[config.mk]
export PLATFORM = sky130hd
export DESIGN_NAME = flit_injector
export DESIGN_NICKNAME = d
export VERILOG_FILES = /design/src/rtl/flit_injector.sv
export SDC_FILE = /design/constraint.sdc
export NUM_CORES = 1
export LEC_CHECK = 0
export ABC_AREA = 1
export BUFFER_PORTS_ARGS = -buffer_cell sky130_fd_sc_hd__buf_2
export CAP_MARGIN = 15
export CORE_ASPECT_RATIO = 0.8
export CORE_MARGIN = 2
export CORE_UTILIZATION = 45
export DETAILED_ROUTE_END_ITERATION = 10
export PLACE_DENSITY = 0.73
export SYNTH_ARGS = -nofsm -noshare
export SYNTH_HDL_FRONTEND = slang
export SYNTH_SLANG_ARGS = --single-unit
[constraint.sdc]
create_clock -name clk_i -period 1.4 [get_ports clk_i]
set_input_delay 0.14 -clock clk_i [delete_from_list [all_inputs] [get_ports clk_i]]
set_output_delay 0.14 -clock clk_i [all_outputs]
set_load 0.03 [all_outputs]
[src/rtl/flit_injector.sv]
// flit_injector: network-interface transmit side. Turns a packet request plus a
// stream of payload words into header/body/tail flits and writes them into a
// downstream virtual-channel FIFO, backpressured by that FIFO's ready.
//
// Flit layout : {id[FLIT_ID_W-1:0], data[FLIT_DATA_W-1:0]}
// Flit ids    : HEADER_ID=1, BODY_ID=2, TAIL_ID=3 (0 never appears on a valid flit)
// Header data : data[COL_ADDR_W-1:0] = column, next ROW_ADDR_W bits = row, rest 0
module flit_injector #(
   parameter int FLIT_DATA_W = 8,
   parameter int FLIT_ID_W   = 2,
   parameter int COL_ADDR_W  = 2,
   parameter int ROW_ADDR_W  = 2,
   parameter int LEN_W       = 4,
   localparam int FLIT_W     = FLIT_ID_W + FLIT_DATA_W
) (
   input  logic                   clk_i,
   input  logic                   rst_i,
   input  logic                   pkt_vld_i,
   output logic                   pkt_rdy_o,
   input  logic [COL_ADDR_W-1:0]  dst_col_i,
   input  logic [ROW_ADDR_W-1:0]  dst_row_i,
   input  logic [LEN_W-1:0]       pkt_len_i,
   input  logic [FLIT_DATA_W-1:0] pld_data_i,
   input  logic                   pld_vld_i,
   output logic                   pld_rdy_o,
   output logic [FLIT_W-1:0]      data_o,
   output logic                   wr_en_o,
   input  logic                   rdy_i,
   output logic                   busy_o
);

   localparam logic [FLIT_ID_W-1:0] HEADER_ID = FLIT_ID_W'(1);
   localparam logic [FLIT_ID_W-1:0] BODY_ID   = FLIT_ID_W'(2);
   localparam logic [FLIT_ID_W-1:0] TAIL_ID   = FLIT_ID_W'(3);
   localparam int                   HDR_PAD_W = FLIT_DATA_W - COL_ADDR_W - ROW_ADDR_W;

   typedef enum logic [1:0] {
      ST_IDLE    = 2'd0,
      ST_PAYLOAD = 2'd1,
      ST_ZTAIL   = 2'd2
   } state_t;

   state_t                 r_state;
   logic                   r_out_vld;
   logic [FLIT_W-1:0]      r_flit;
   logic [LEN_W-1:0]       r_remaining;

   logic                   w_fire;
   logic                   w_load_ok;
   logic                   w_pkt_acc;
   logic                   w_pld_acc;
   logic                   w_last_pld;
   logic [FLIT_DATA_W-1:0] w_hdr_data;

   // The single output register can take a new flit when it is empty or when
   // its current flit leaves this cycle; that keeps the link at 1 flit/cycle.
   assign w_fire     = r_out_vld & rdy_i;
   assign w_load_ok  = ~r_out_vld | w_fire;
   assign pkt_rdy_o  = (r_state == ST_IDLE) & w_load_ok;
   assign pld_rdy_o  = (r_state == ST_PAYLOAD) & w_load_ok;
   assign w_pkt_acc  = pkt_vld_i & pkt_rdy_o;
   assign w_pld_acc  = pld_vld_i & pld_rdy_o;
   assign w_last_pld = (r_remaining == LEN_W'(1));
   assign w_hdr_data = {{HDR_PAD_W{1'b0}}, dst_row_i, dst_col_i};

   assign wr_en_o    = w_fire;
   assign data_o     = r_out_vld ? r_flit : '0;
   assign busy_o     = (r_state != ST_IDLE) | r_out_vld;

   // Packetizer FSM and output flit register. A fire with no new load empties
   // the register; any load in the same cycle overrides that and refills it.
   always_ff @(posedge clk_i or posedge rst_i) begin
      if (rst_i) begin
         r_state     <= ST_IDLE;
         r_out_vld   <= 1'b0;
         r_flit      <= '0;
         r_remaining <= '0;
      end else begin
         if (w_fire) begin
            r_out_vld <= 1'b0;
         end
         case (r_state)
            ST_IDLE: begin
               if (w_pkt_acc) begin
                  r_flit      <= {HEADER_ID, w_hdr_data};
                  r_out_vld   <= 1'b1;
                  r_remaining <= pkt_len_i;
                  r_state     <= (pkt_len_i != '0) ? ST_PAYLOAD : ST_ZTAIL;
               end
            end
            ST_PAYLOAD: begin
               if (w_pld_acc) begin
                  r_flit    <= {(w_last_pld ? TAIL_ID : BODY_ID), pld_data_i};
                  r_out_vld <= 1'b1;
                  if (w_last_pld) begin
                     r_state <= ST_IDLE;
                  end else begin
                     r_remaining <= r_remaining - LEN_W'(1);
                  end
               end
            end
            ST_ZTAIL: begin
               // Zero-length packet: close it with a tail carrying no payload.
               if (w_load_ok) begin
                  r_flit    <= {TAIL_ID, {FLIT_DATA_W{1'b0}}};
                  r_out_vld <= 1'b1;
                  r_state   <= ST_IDLE;
               end
            end
            default: begin
               r_state <= ST_IDLE;
            end
         endcase
      end
   end

endmodule

# Word level (Yosys, flattened, before mapping)
# Index checks and enable logic that the tools add are counted.
[word_totals] ramBits=0 input_bits=21 latch_bits=0 out_inout_bits=14 register_bits=17 mem_bits_ro=0 wordCells=50 n_memories=0
[op_classes] add_sub_neg=1 n_reduce_logical=8 n_mul=0 eq_ne=8 n_lt_le_gt_ge=0 n_mux=21 div_mod_pow=0 n_shift=0 bitwise_logic=8
[ops] op="10-bit 2-to-1 mux" n=4
[ops] op="10-bit one-hot mux with 3 select lines" n=1
[ops] op="4-bit 2-to-1 mux" n=3
[ops] op="4-bit AND reduction" n=3
[ops] op="2-bit 2-to-1 mux" n=5
[ops] op="2-bit inequality test, second input constant" n=5
[ops] op="4-bit one-hot mux with 2 select lines" n=1
[ops] op="2-bit one-hot mux with 3 select lines" n=1
[ops] op="1-bit bitwise AND" n=5
[ops] op="1-bit 2-to-1 mux" n=5
[ops] op="4-bit by 1-bit equality test with 1-bit output, second input constant" n=1
[ops] op="2-bit nonzero test" n=2
[ops] op="4-bit nonzero test" n=1
[ops] op="4-bit by 1-bit subtractor with 4-bit output, second input constant" n=1
[ops] op="1-bit one-hot mux with 3 select lines" n=1
[ops] op="3-bit nonzero test" n=1
[ops] op="2-bit by 1-bit equality test with 1-bit output, second input constant" n=1
[ops] op="2-bit equality test, second input constant" n=1
[ops] op="2-bit zero test" n=1
[ops] op="1-bit bitwise OR" n=2
[ops] op="1-bit inverter" n=1

# Depth between registers and ports, before layout
# Gate-level depths: netlist of the first run.
[depth] depth_word=6 ltp_mapped=8 depth_no_buf=8

# Worst setup path before layout of the first run
# Ideal clock, no wire load.
[synth_timing] kind="register to register" startpoint="register r_state[0]" endpoint="register r_out_vld" setup_ns=0.067 t_arrival_ns=1.470 period_less_slack_ns=1.537 stages_incl_launch_ff=9 path_buffers=0 required_time_ns=1.333 path_slack_ns=-0.137 path_cell_list="dfrtp_1 > inv_1 > ha_1 > inv_1 > nor2_1 > nand2_1 > nand2_1 > nand3_1 > nand2_1"
[synth_between] elab_chain_cells=5 elab_cells_between_ends=10 cone_classes="2 x eq/ne; 3 x mux; 4 x bitwise; 1 x reduce/logical"
[synth_lines] element="start: declaration" line="43" rtl="state_t r_state;"
[synth_lines] element="start signal: assignment" line="88" rtl="r_state <= (pkt_len_i != '0) ? ST_PAYLOAD : ST_ZTAIL;"
[synth_lines] element="2-bit zero test" line="59" rtl="assign pkt_rdy_o = (r_state == ST_IDLE) & w_load_ok;"
[synth_lines] element="1-bit bitwise AND" line="59"
[synth_lines] element="named net pkt_rdy_o" line="19" rtl="output logic pkt_rdy_o,"
[synth_lines] element="1-bit bitwise AND" line="61" rtl="assign w_pkt_acc = pkt_vld_i & pkt_rdy_o;"
[synth_lines] element="1-bit 2-to-1 mux" line="84" rtl="if (w_pkt_acc) begin"
[synth_lines] element="1-bit one-hot mux with 3 select lines" line="82" rtl="case (r_state)"
[synth_lines] element="end signal: assignment" line="80" rtl="r_out_vld <= 1'b0;"
[synth_lines] element="end signal: assignment" line="86" rtl="r_out_vld <= 1'b1;"
[synth_lines] element="end signal: assignment" line="94" rtl="r_out_vld <= 1'b1;"
[synth_lines] element="end: declaration" line="44" rtl="logic r_out_vld;"
# The timed path passes the listed nets, and every way through them passes these cells.
# A chain may end at the register's enable or synchronous reset.

# Worst setup path in the final report of the first run
[layout_timing] startpoint="register r_state[1]" endpoint="output pld_rdy_o"
[layout_between] elab_chain_cells=2
[layout_lines] element="2-bit by 1-bit equality test with 1-bit output" line="60" rtl="assign pld_rdy_o = (r_state == ST_PAYLOAD) & w_load_ok;"
[layout_lines] element="1-bit bitwise AND" line="60"
[layout_lines] element="end: declaration" line="25" rtl="output logic pld_rdy_o,"
# Every way passes these cells.

==> results of run 1 <==
[where the power goes]
group	switching [W]	total [W]	internal (W)	leakage [nW]
logic	0.00201	0.00344	0.00143	0.871
registers	0.000186	0.000910	0.000724	0.215
clock network	0.000170	0.000277	0.000107	0.0177
total	0.00237	0.00462	0.00226	1.10
[layer usage]
metal / GRT usage [%] / up-vias
met5: 0 / -
met4: 4.81 / 0
met3: 4.41 / 14
met2: 40.1 / 45
met1: 27.5 / 640
li1: - / 698
[flip-flops by register name (all words and copies together), names as in the netlist]
signal       cells
r_state          2
r_out_vld        1
r_remaining      4
r_flit          10
[Yosys cell counts]
cell type  number  area share, %
nand2_1        74             23
inv_1          29            8.8
nand3_1        24            9.7
dfrtp_1        17             35
nor2_1         14            4.3
ha_1            6            6.1
o21ai_0         5            2.0
inv_2           4            1.2
a21oi_4         2            2.6
clkbuf_1        2           0.61
a21oi_1         1           0.41
a31oi_1         1           0.51
and2_1          1           0.51
buf_2           1           0.41
buf_6           1           0.91
nand2_2         1           0.51
nand2_4         1           0.91
nor2_2          1           0.51
nor2_8          1            1.6
o211ai_1        1           0.61
o21bai_1        1           0.61
[repair_timing]
item | 4_1_cts | 5_1_grt
endpoints found under the setup margin | 17 | 30
setup buffers | 4 | 1
pin swaps | 13 | 9
hold endpoints to repair | 17 | 0
resized for setup | 32 | 31
cloned | 2 | 1
hold buffers | 1 | 0
[metrics by stage]
| stage | hold WS, ps | instance area (sq um) |
|---|---|---|
| floorplan | 66.1 | 1230 |
| global placement | 164 | 1570 |
| detailed placement | 183 | 1570 |
| CTS | 148 | 1770 |
| global route | 150 | 1890 |
| finish | 141 | 1890 |
[area by class of cell]
cell class	count	area (sq um)
Inverter	33	129
Fill cell	207	629
Timing Repair Buffer	58	420
Clock inverter	1	5.00
Sequential cell	17	428
Multi-Input combinational cell	136	843
Tap cell	36	45.0
Clock buffer	3	22.5
[worst min-delay path: stages]
cell and delay, ps:
buf_2 100, inv_1 40, nor2_1 40, nand3_2 60, nand2_1 40
[worst paths after layout]
path	start	to	slack, ps	cells after the start
min reg2reg	r_flit[3]$_DFFE_PP0P_	r_flit[3]$_DFFE_PP0P_	480	2
min	pld_data_i[5]	r_flit[5]$_DFFE_PP0P_	140	5
max reg2reg	r_state[1]$_DFFE_PP0P_	r_flit[7]$_DFFE_PP0P_	-60	9
max	r_state[1]$_DFFE_PP0P_	pld_rdy_o	-140	6
min in group asynchronous	rst_i	r_flit[6]$_DFFE_PP0P_	400	4
max in group asynchronous	rst_i	r_state[0]$_DFFE_PP0P_	790	4
[cells by family after synthesis]
group / synth area share [%]
AOI/OAI and AO/OA: 6.80
adders and majority gates: 6.09
buffers and inverters: 12.0
DFF: 34.5
and+or+nand+nor: 40.6
==> summary.txt, run 1 <==
Run status
  • Status: finished, violations left
  • Failing checks: setup timing

Cells and area
  • Layout cells sized above 1: a little over two fifths
  • Commonest non-fill, non-tap cell in the layout: nand2_1
  • Area Overhead vs Synth: 53.6%
  • Non-Filler Instances: roughly 280
  • Number of diodes: 0
  • Nets: roughly 280
  • Finished Core Util: approximately 75%
  • Commonest cells after routing, fill and taps aside: nand2_1 (66), buf_2 (30), inv_1 (25), dfrtp_1 (15), buf_4 (13)

Drt
  • Via Count: 1,397
  • Met3 WL post-DR: approximately 160 microns
  • M1 wire length: 1.61 mm
  • Met2 Routed Length: roughly 1.8 mm
  • DR WL/cell: roughly 13 microns
  • Pre-Repair DR Iteration Count: 4
  • Post-Route WL: approximately 3.7 mm
  • DR top layer: met4
  • Antenna-violating nets left: 0
  • Vias per Instance: 4.92
  • Drt drc: 0
  • 1st-iter DRT viols: 55

Placed design
  • Hpwl dp: 2.25 mm
  • Buffers added on ports: 34
  • Pre-CTS WS: -15.9 ps
  • Final Wtd Congestion: ~0.81
  • DP Cell Count: around 270

Power
  • PwrDens: about 2400 mW/mm^2
  • Pwr Total: roughly 0.0046 W
  • Max VDD drop: 1430 uV
  • Leak pwr: 1.10 nW

Floorplan
  • Die width: 62.5 microns
  • Die height: about 51 microns
  • Core ar.: ~0.0025 sq mm
  • Die footprint: approximately 0.0032 sq mm
  • Initial Util: approximately 49%
  • Boundary Pins: 35
  • Row cnt: 16

Critical path
  • Crit path top cell by count: buf_6
  • Worst EP required: around 1300 ps
  • Max stage delay on crit path: just over 400 ps
  • Crit path cell chain: inv_2 -> ha_4 -> inv_4 -> buf_6 -> nor2_2 -> buf_6
  • CP Buf/Inv Count: 4
  • Setup CP Type: reg2out
  • Cell family with most CP delay: flip-flops
  • Data arrival, critical path: roughly 1400 ps
  • Crit path max fanout: 2
  • Critical Path Slowest Stage Cell: dfrtp_1
  • Setup crit start kind: flop
  • Crit. End Element: output port

Synthesis
  • Synth Instances: 188
  • Mapped Avg Cell Area: between 6 and 7 sq um
  • Syn Nets: about 220
  • #FFs+latches synth: 17
  • YS warnings: 0
  • Unique masters post-synth: 21
  • Register area share after synthesis: 34.5%
  • Synth Cell Area: ~0.0012 sq mm

STA
  • Slew headroom: 80.9%
  • Final worst slack: -135 ps
  • Crit share post-route: 110%
  • Fmax: roughly 0.65 GHz
  • Tmin final: about 1500 ps
  • Worst slew pin tran: about 290 ps
  • RSZ-0062 raised after global routing: true
  • Setup total negative slack: -793 ps
  • Final setup fails: 14
  • Hold Vio Cnt, Final: 0
  • Final Max Tran Viols: 0
  • Skew final: 0.819 ps

Clock tree
  • TritonCTS Buffers: 3
  • Worst-Skew Late Latency: 300 ps
  • Clock Tree Buf Depth: 2
  • # H-tree levels: 1
  • Root Driver: clkbuf_4
  • Sink Count: 17
  • CTS tree: yes
  • CTS clk-pin slew, worst paths: about 100 ps

GRT
  • First-pass GRT wire length: 5.56 mm
  • Initial antenna violation count: 0
  • Largest net degree at the start of global routing: 18
  • Grt ovf: 0
  • All-layer global routing usage: 22.1%
  • Vias in the first global route: about 1,300

Min path
  • Hold WC Path Type: in2reg

Job
  • Maxcap violations: 0
Note: power is estimated with default switching activity, not from simulation.
==> inputs of run 2 (changes only) <==
--- a/config.mk
+++ b/config.mk
@@ -10,9 +10,9 @@
 export CAP_MARGIN = 15
 export CORE_ASPECT_RATIO = 0.8
 export CORE_MARGIN = 2
-export CORE_UTILIZATION = 45
+export CORE_UTILIZATION = 51
 export DETAILED_ROUTE_END_ITERATION = 10
-export PLACE_DENSITY = 0.73
+export PLACE_DENSITY = 0.78
 export SYNTH_ARGS = -nofsm -noshare
 export SYNTH_HDL_FRONTEND = slang
 export SYNTH_SLANG_ARGS = --single-unit
==> constraint.sdc (replaced) <==
create_clock -name clk_i -period 1.53 [get_ports clk_i]
set_input_delay 0.153 -clock clk_i [delete_from_list [all_inputs] [get_ports clk_i]]
set_output_delay 0.153 -clock clk_i [all_outputs]
set_load 0.03 [all_outputs]
==> run 2 against run 1 <==
Net effect:
- the run ends with DRC left
- critical path type unchanged
- worst setup slack improved by 190 ps
- count of clock-buffer cells in the layout unchanged
- via count decreased by 5.4%
- core utilization decreased by 1.0 points
- highest routed layer unchanged
- combinational power decreased by 28%
==> summary.txt, run 2 (synthesis gave the netlist of run 1 again) <==
Run status
  • Status: finished, violations left
  • Failing checks: DRC

Critical path
  • FF-to-FF Start: r_state[0]$_DFFE_PP0P_
  • Setup CP Type: reg2out
  • Worst EP required: 1380 ps (+120 ps)
  • Data arrival, critical path: 1330 ps (-70 ps)
  • Setup crit start kind: flop
  • Worst Reg-to-Reg Cells: 8 (-1)
  • FF-to-FF setup slack: 120 ps (+180 ps)
  • Crit. End Element: output port
  • Crit path max fanout: 4 (+2)
  • RR Endpoint: r_flit[6]$_DFFE_PP0P_

STA
  • Skew final: 4.28 ps (+3.46 ps)
  • Crit share post-route: between 90% and 100%
  • Tmin final: 1480 ps
  • RSZ-0062 raised after global routing: true
  • Slew headroom: 55.5% (-25 points)
  • Hold Vio Cnt, Final: 0 (unchanged)
  • Worst slew pin tran: 667 ps (+382 ps)
  • Final Max Tran Viols: 0 (unchanged)
  • Final setup fails: 0 (-14)
  • Hold Slack: 165 ps (+24.1 ps)
  • Fmax: about 0.68 GHz

Clock tree
  • TritonCTS Buffers: 3 (unchanged)
  • Clock Tree Buf Depth: 2 (unchanged)
  • Sink Count: 17 (unchanged)
  • # H-tree levels: 1 (unchanged)
  • Worst-Skew Late Latency: 300 ps (about the same)
  • CTS clk-pin slew, worst paths: 110 ps (about the same)
  • Root Driver: clkbuf_4
  • CTS tree: yes

Power
  • Net Sw Frac: 51.1% (about the same)
  • Combinational Power Share: 70.0% (-4.3 points)
  • PwrDens: 2150 mW/mm^2 (-12%)
  • Pwr Total: 0.00353 W (-24%)
  • Clock power share: 7.3% (+1.3 points)
  • Psw: 0.00180 W (-24%)
  • Flop pwr share: 22.7% (+3.0 points)
  • Leak pwr: 1.04 nW (-6.0%)
  • Internal Dissipation: 0.00172 W (-24%)
  • Max VDD drop: 1150 uV (-20%)

Drt
  • Via Count: 1,321 (-5.4%)
  • Post-Route WL: 3.03 mm (-18%)
  • Antenna-violating nets left: 0 (unchanged)
  • Drt drc: 1 (+1)
  • DR WL/cell: 11.3 microns (-13%)
  • 1st-iter DRT viols: 58 (+5.5%)
  • Pre-Repair DR Iteration Count: 7 (+3)
  • Vias per Instance: 4.93 (+0.21%)

GRT
  • Vias in the first global route: 1,114 (-15%)
  • Initial antenna violation count: 0 (unchanged)
  • Grt ovf: 0 (unchanged)
  • Grt met1 use: 27.6% (+0.16 points)
  • All-layer global routing usage: 22.2% (+0.091 points)
  • Met2 usage: 40.4% (+0.30 points)
  • Largest net degree at the start of global routing: 18 (unchanged)
  • First-pass GRT wire length: 4.67 mm (-16%)
  • Met3 GRT Util: 4.86% (+0.46 points)
  • GR peak layer: met2

Floorplan
  • Die height: 48.0 microns (-5.6%)
  • Boundary Pins: 35 (unchanged)
  • Die width: 59.0 microns (-5.7%)
  • Die footprint: 0.00283 sq mm (-11%)
  • Core ar.: 0.00221 sq mm (-12%)
  • Initial Util: 55.6% (+6.8 points)
  • Row cnt: 15 (-1)

Job
  • Maxcap violations: 0 (unchanged)

Min path
  • Hold depth: 5 (unchanged)
  • Hold WC Path Type: in2reg
  • Hold Path End: r_flit[5]$_DFFE_PP0P_
  • HP Start: pld_data_i[5]

Cells and area
  • Area Overhead vs Synth: 33.0%
  • Biggest regs: r_flit (10), r_remaining (4), r_state (2)
  • Layout cells sized above 1: 30.0% (-14 points)
  • Largest Register: r_flit
  • Commonest non-fill, non-tap cell in the layout: nand2_1
  • Commonest cells after routing, fill and taps aside: nand2_1 (74), buf_2 (32), inv_1 (27), nand3_1 (24), buf_4 (21)
  • Max FFs per register: 10 (unchanged)
  • Number of diodes: 0 (unchanged)
  • Nets: 271 (-1.8%)
  • Final Cell Area: 0.00164 sq mm (-13%)
  • Non-Filler Instances: 268 (-5.6%)

Placed design
  • DP Cell Count: 251 (-7.4%)
  • Buffers added on ports: 34 (unchanged)
  • Hpwl dp: 2.24 mm (-0.49%)
  • DP Area: 0.00147 sq mm (-6.0%)
  • Final Wtd Congestion: 0.888 (+8.9%)
run 2: how the worst max path moves through the flow:
stage | from | endpoint | slack, ps | depth (start not counted)
global placement | r_state[0]$_DFFE_PP0P_ | r_remaining[3]$_DFFE_PP0P_ | 50 | 8
floorplan | r_state[0]$_DFFE_PP0P_ | r_remaining[3]$_DFFE_PP0P_ | 100 | 7
detailed placement | r_state[0]$_DFFE_PP0P_ | r_remaining[1]$_DFFE_PP0P_ | -40 | 8
finish | r_state[0]$_DFFE_PP0P_ | pkt_rdy_o | 50 | 5
CTS | r_state[1]$_DFFE_PP0P_ | pld_rdy_o | 5 | 5
global route | r_state[0]$_DFFE_PP0P_ | pkt_rdy_o | -30 | 5
run 2: timing repair:
action / 4_1_cts / 5_1_grt
hold buffers: 1 / 0
resized for setup: 5 / 7
setup buffers: 1 / 11
pin swaps: 1 / 1
endpoints found under the hold margin: 17 / 0
endpoints found under the setup margin: 16 / 17
run 2: critical path, cell delays in order (launching register included):
cell	delay, ps
dfrtp_1	400
inv_1	130
ha_4	170
inv_2	60
nor2_2	120
buf_6	150
run 2: per-stage QoR:
stage | TNS, ps | util (%) | setup WS, ps
after floorplan | 0 | - | 104
after global placement | 0 | 66.5 | 51.3
after detailed placement | -305 | 66.5 | -40.9
after CTS | 0 | 69.0 | 4.84
after global routing | -28.6 | 74.0 | -26.1
final | 0 | 74.0 | 50.1
run 2: cell type report:
class / count / area, sq um
multi-input cells: 134 / 687
fillers: 170 / 576
flip-flops and latches: 17 / 425
repair buffers: 55 / 339
inverters: 33 / 129
well taps: 25 / 31.3
clock buffers: 3 / 22.5
clock inverters: 1 / 5.00
run 2: routing by layer:
metal / vias to the layer above / part of all wire (%)
li1: 684 / -
met4: 0 / 0.40
met2: 38 / 49
met5: - / 0
met1: 596 / 45
met3: 3 / 5.4
run 2: power by group through the flow:
stage	sequential [W]	combinational [W]	clock (W)
2_1_floorplan	0.000778	0.00159	0
3_3_place_gp	0.000805	0.00210	0
3_5_place_dp	0.000812	0.00215	0
4_1_cts	0.000799	0.00223	0.000259
5_1_grt	0.000830	0.00273	0.000279
6_report	0.000802	0.00247	0.000257
==> inputs of run 3 (changes only) <==
--- a/config.mk
+++ b/config.mk
@@ -9,7 +9,7 @@
 export BUFFER_PORTS_ARGS = -buffer_cell sky130_fd_sc_hd__buf_2
 export CAP_MARGIN = 15
 export CORE_ASPECT_RATIO = 0.8
-export CORE_MARGIN = 2
+export CORE_MARGIN = 1.5
 export CORE_UTILIZATION = 51
 export DETAILED_ROUTE_END_ITERATION = 10
 export PLACE_DENSITY = 0.78
==> run 3 against run 2 <==
Net effect:
- the run still ends with DRC left
- total power increased by 0.71%
- core utilization decreased by 0.73 points
- sequential cell count unchanged
- worst setup slack got worse by 35 ps
- global-route usage increased by 1.8 points
- count of clock-buffer cells in the layout unchanged
- register-to-register slack got worse by 70 ps
- clock skew increased by 4.6 ps
- design area decreased by 0.99%
- critical path depth unchanged
- largest cell class unchanged
- largest power group unchanged
==> summary.txt, run 3 (synthesis gave the netlist of run 1 again) <==
Run status
  • Status: finished, violations left
  • Failing checks: DRC

Cells and area
  • Commonest non-fill, non-tap cell in the layout: nand2_1
  • Layout cells sized above 1: 30.6% (+0.54 points)
  • Finished Core Util: 73.3% (-0.73 points)
  • Largest Register: r_flit
  • FILL cells: 186 (+9.4%)
  • Nets: 270 (-0.37%)
  • Seq. cell area: 427 sq um (+0.29%)
  • Commonest cells after routing, fill and taps aside: nand2_1 (74), buf_2 (32), inv_1 (26), nand3_1 (24), buf_4 (20)
  • Max FFs per register: 10 (unchanged)
  • Non-Filler Instances: 267 (-0.37%)
  • Area Overhead vs Synth: 31.7%
  • Biggest regs: r_flit (10), r_remaining (4), r_state (2)
  • Multi-input gate area: 677 sq um (-1.5%)
  • Number of diodes: 0 (unchanged)

Clock tree
  • TritonCTS Buffers: 3 (unchanged)
  • Root Driver: clkbuf_4
  • Sink Count: 17 (unchanged)
  • CTS tree: yes
  • Clock Tree Buf Depth: 2 (unchanged)
  • # H-tree levels: 1 (unchanged)
  • Worst-Skew Late Latency: 300 ps (about the same)
  • CTS clk-pin slew, worst paths: 110 ps (about the same)

Drt
  • Antenna-violating nets left: 0 (unchanged)
  • 1st-iter DRT viols: 58 (unchanged)
  • Pre-Repair DR Iteration Count: 7 (unchanged)
  • Post-Route WL: 3.13 mm (+3.4%)
  • DR WL/cell: 11.7 microns (+3.8%)
  • Via Count: 1,340 (+1.4%)
  • Vias per Instance: 5.02 (+1.8%)
  • Drt drc: 2 (+1)

STA
  • Final Max Tran Viols: 0 (unchanged)
  • Slew headroom: 54.1% (-1.3 points)
  • Crit share post-route: 99.0% (+2.3 points)
  • Fmax: 0.660 GHz (-2.3%)
  • RSZ-0062 raised after global routing: true
  • Worst slew pin tran: 687 ps (+20.0 ps)
  • Hold Vio Cnt, Final: 0 (unchanged)
  • Final worst slack: 14.8 ps (-35.3 ps)
  • Setup total negative slack: 0 ps (unchanged)
  • Skew final: 8.85 ps (+4.57 ps)
  • Final setup fails: 0 (unchanged)
  • Tmin final: 1520 ps (+35.3 ps)

Placed design
  • Hpwl dp: 2.28 mm (+2.2%)
  • DP Cell Count: 251 (unchanged)
  • Buffers added on ports: 34 (unchanged)
  • Final Wtd Congestion: 0.917 (+3.4%)
  • Pre-CTS WS: -73.8 ps (-33.0 ps)

Job
  • Maxcap violations: 0 (unchanged)

Critical path
  • Setup CP Type: reg2out
  • Critical Path Slowest Stage Cell: dfrtp_2
  • Crit path max fanout: 4 (unchanged)
  • RR Endpoint: r_remaining[3]$_DFFE_PP0P_
  • Crit path top cell by count: inv_2
  • Setup crit start kind: flop
  • Crit. End Element: output port
  • Data arrival, critical path: 1360 ps (+30 ps)
  • FF-to-FF Start: r_state[0]$_DFFE_PP0P_
  • Worst Reg-to-Reg Cells: 9 (+1)
  • Crit path cell chain: inv_2 -> ha_2 -> inv_2 -> nor2_2 -> buf_6
  • CP Buf/Inv Count: 3 (unchanged)
  • FF-to-FF setup slack: 50 ps (-70 ps)
  • WP depth: 5 (unchanged)
  • Worst EP required: 1380 ps (about the same)
  • Cell family with most CP delay: flip-flops
  • Max stage delay on crit path: 440 ps (+40 ps)

Min path
  • Hold depth: 5 (unchanged)
  • Hold WC Path Type: in2reg
  • Hold Path End: r_flit[5]$_DFFE_PP0P_
  • HP Start: pld_data_i[5]

Power
  • Max VDD drop: 1150 uV (about the same)
  • PwrDens: 2190 mW/mm^2 (+1.7%)
  • Leak pwr: 1.03 nW (-0.68%)

Floorplan
  • Core ar.: 0.00221 sq mm (unchanged)
  • Die width: 58.0 microns (-1.7%)
  • Initial Util: 55.6% (unchanged)
  • Die footprint: 0.00272 sq mm (-3.7%)
  • Row cnt: 15 (unchanged)
  • Die height: 47.0 microns (-2.1%)
  • Boundary Pins: 35 (unchanged)

GRT
  • Largest net degree at the start of global routing: 18 (unchanged)
  • All-layer global routing usage: 24.0% (+1.8 points)
  • Vias in the first global route: 1,151 (+3.3%)
  • First-pass GRT wire length: 4.92 mm (+5.3%)
  • Grt ovf: 0 (unchanged)
  • Initial antenna violation count: 0 (unchanged)
## run 3: power by group
group	switching [W]	internal, W
combinational	0.00151	0.000977
clock	0.000159	0.0000976
sequential	0.000152	0.000659
## run 3: repair_timing
action / in CTS / in global routing
hold buffers: 1 / 0
pin swaps: 1 / 2
cloned: 0 / 0
resized for setup: 3 / 10
buffers inserted: 1 / 10
hold endpoints to repair: 17 / 0
setup endpoints to repair: 17 / 19
## run 3: routing by layer
layer | GRT usage [%] | vias up | share of wire [%]
li1 | - | 679 | -
met1 | 27.7 | 619 | 43
met2 | 47.0 | 37 | 50
met3 | 5.23 | 5 | 6.3
met4 | 4.19 | 0 | 0.83
met5 | 0 | - | 0
## run 3: area by class of cell
type | instances | share of cell area [%]
sequential | 17 | 26.3
inverter | 33 | 7.94
tap | 25 | 1.93
timing repair buffer | 54 | 20.4
clock buffer | 3 | 1.39
clock inverter | 1 | 0.308
multi-input combinational | 134 | 41.7
## run 3: how the worst max path moves through the flow
stage	startpoint	endpoint	slack, ps
2_1_floorplan	r_state[0]$_DFFE_PP0P_	r_remaining[3]$_DFFE_PP0P_	100
3_3_place_gp	r_state[0]$_DFFE_PP0P_	r_remaining[3]$_DFFE_PP0P_	50
3_5_place_dp	r_state[0]$_DFFE_PP0P_	r_remaining[3]$_DFFE_PP0P_	-70
4_1_cts	r_state[1]$_DFFE_PP0P_	pld_rdy_o	-60
5_1_grt	r_state[0]$_DFFE_PP0P_	r_remaining[3]$_DFFE_PP0P_	-40
6_report	r_state[0]$_DFFE_PP0P_	pkt_rdy_o	10
## run 3: metrics by stage
step / hold WS (ps) / total power, W / cell area, sq um
after detailed placement: 288 / 0.00298 / 1470
after global placement: 270 / 0.00290 / 1470
after CTS: 165 / 0.00327 / 1520
final: 165 / 0.00355 / 1620
after global routing: 187 / 0.00386 / 1620
after floorplan: 79.1 / 0.00237 / 1230
## run 3: worst min-delay path: stages
cell and delay [ps]:
buf_2 100, inv_1 40, nor2_1 30, nand3_1 70, nand2_1 50
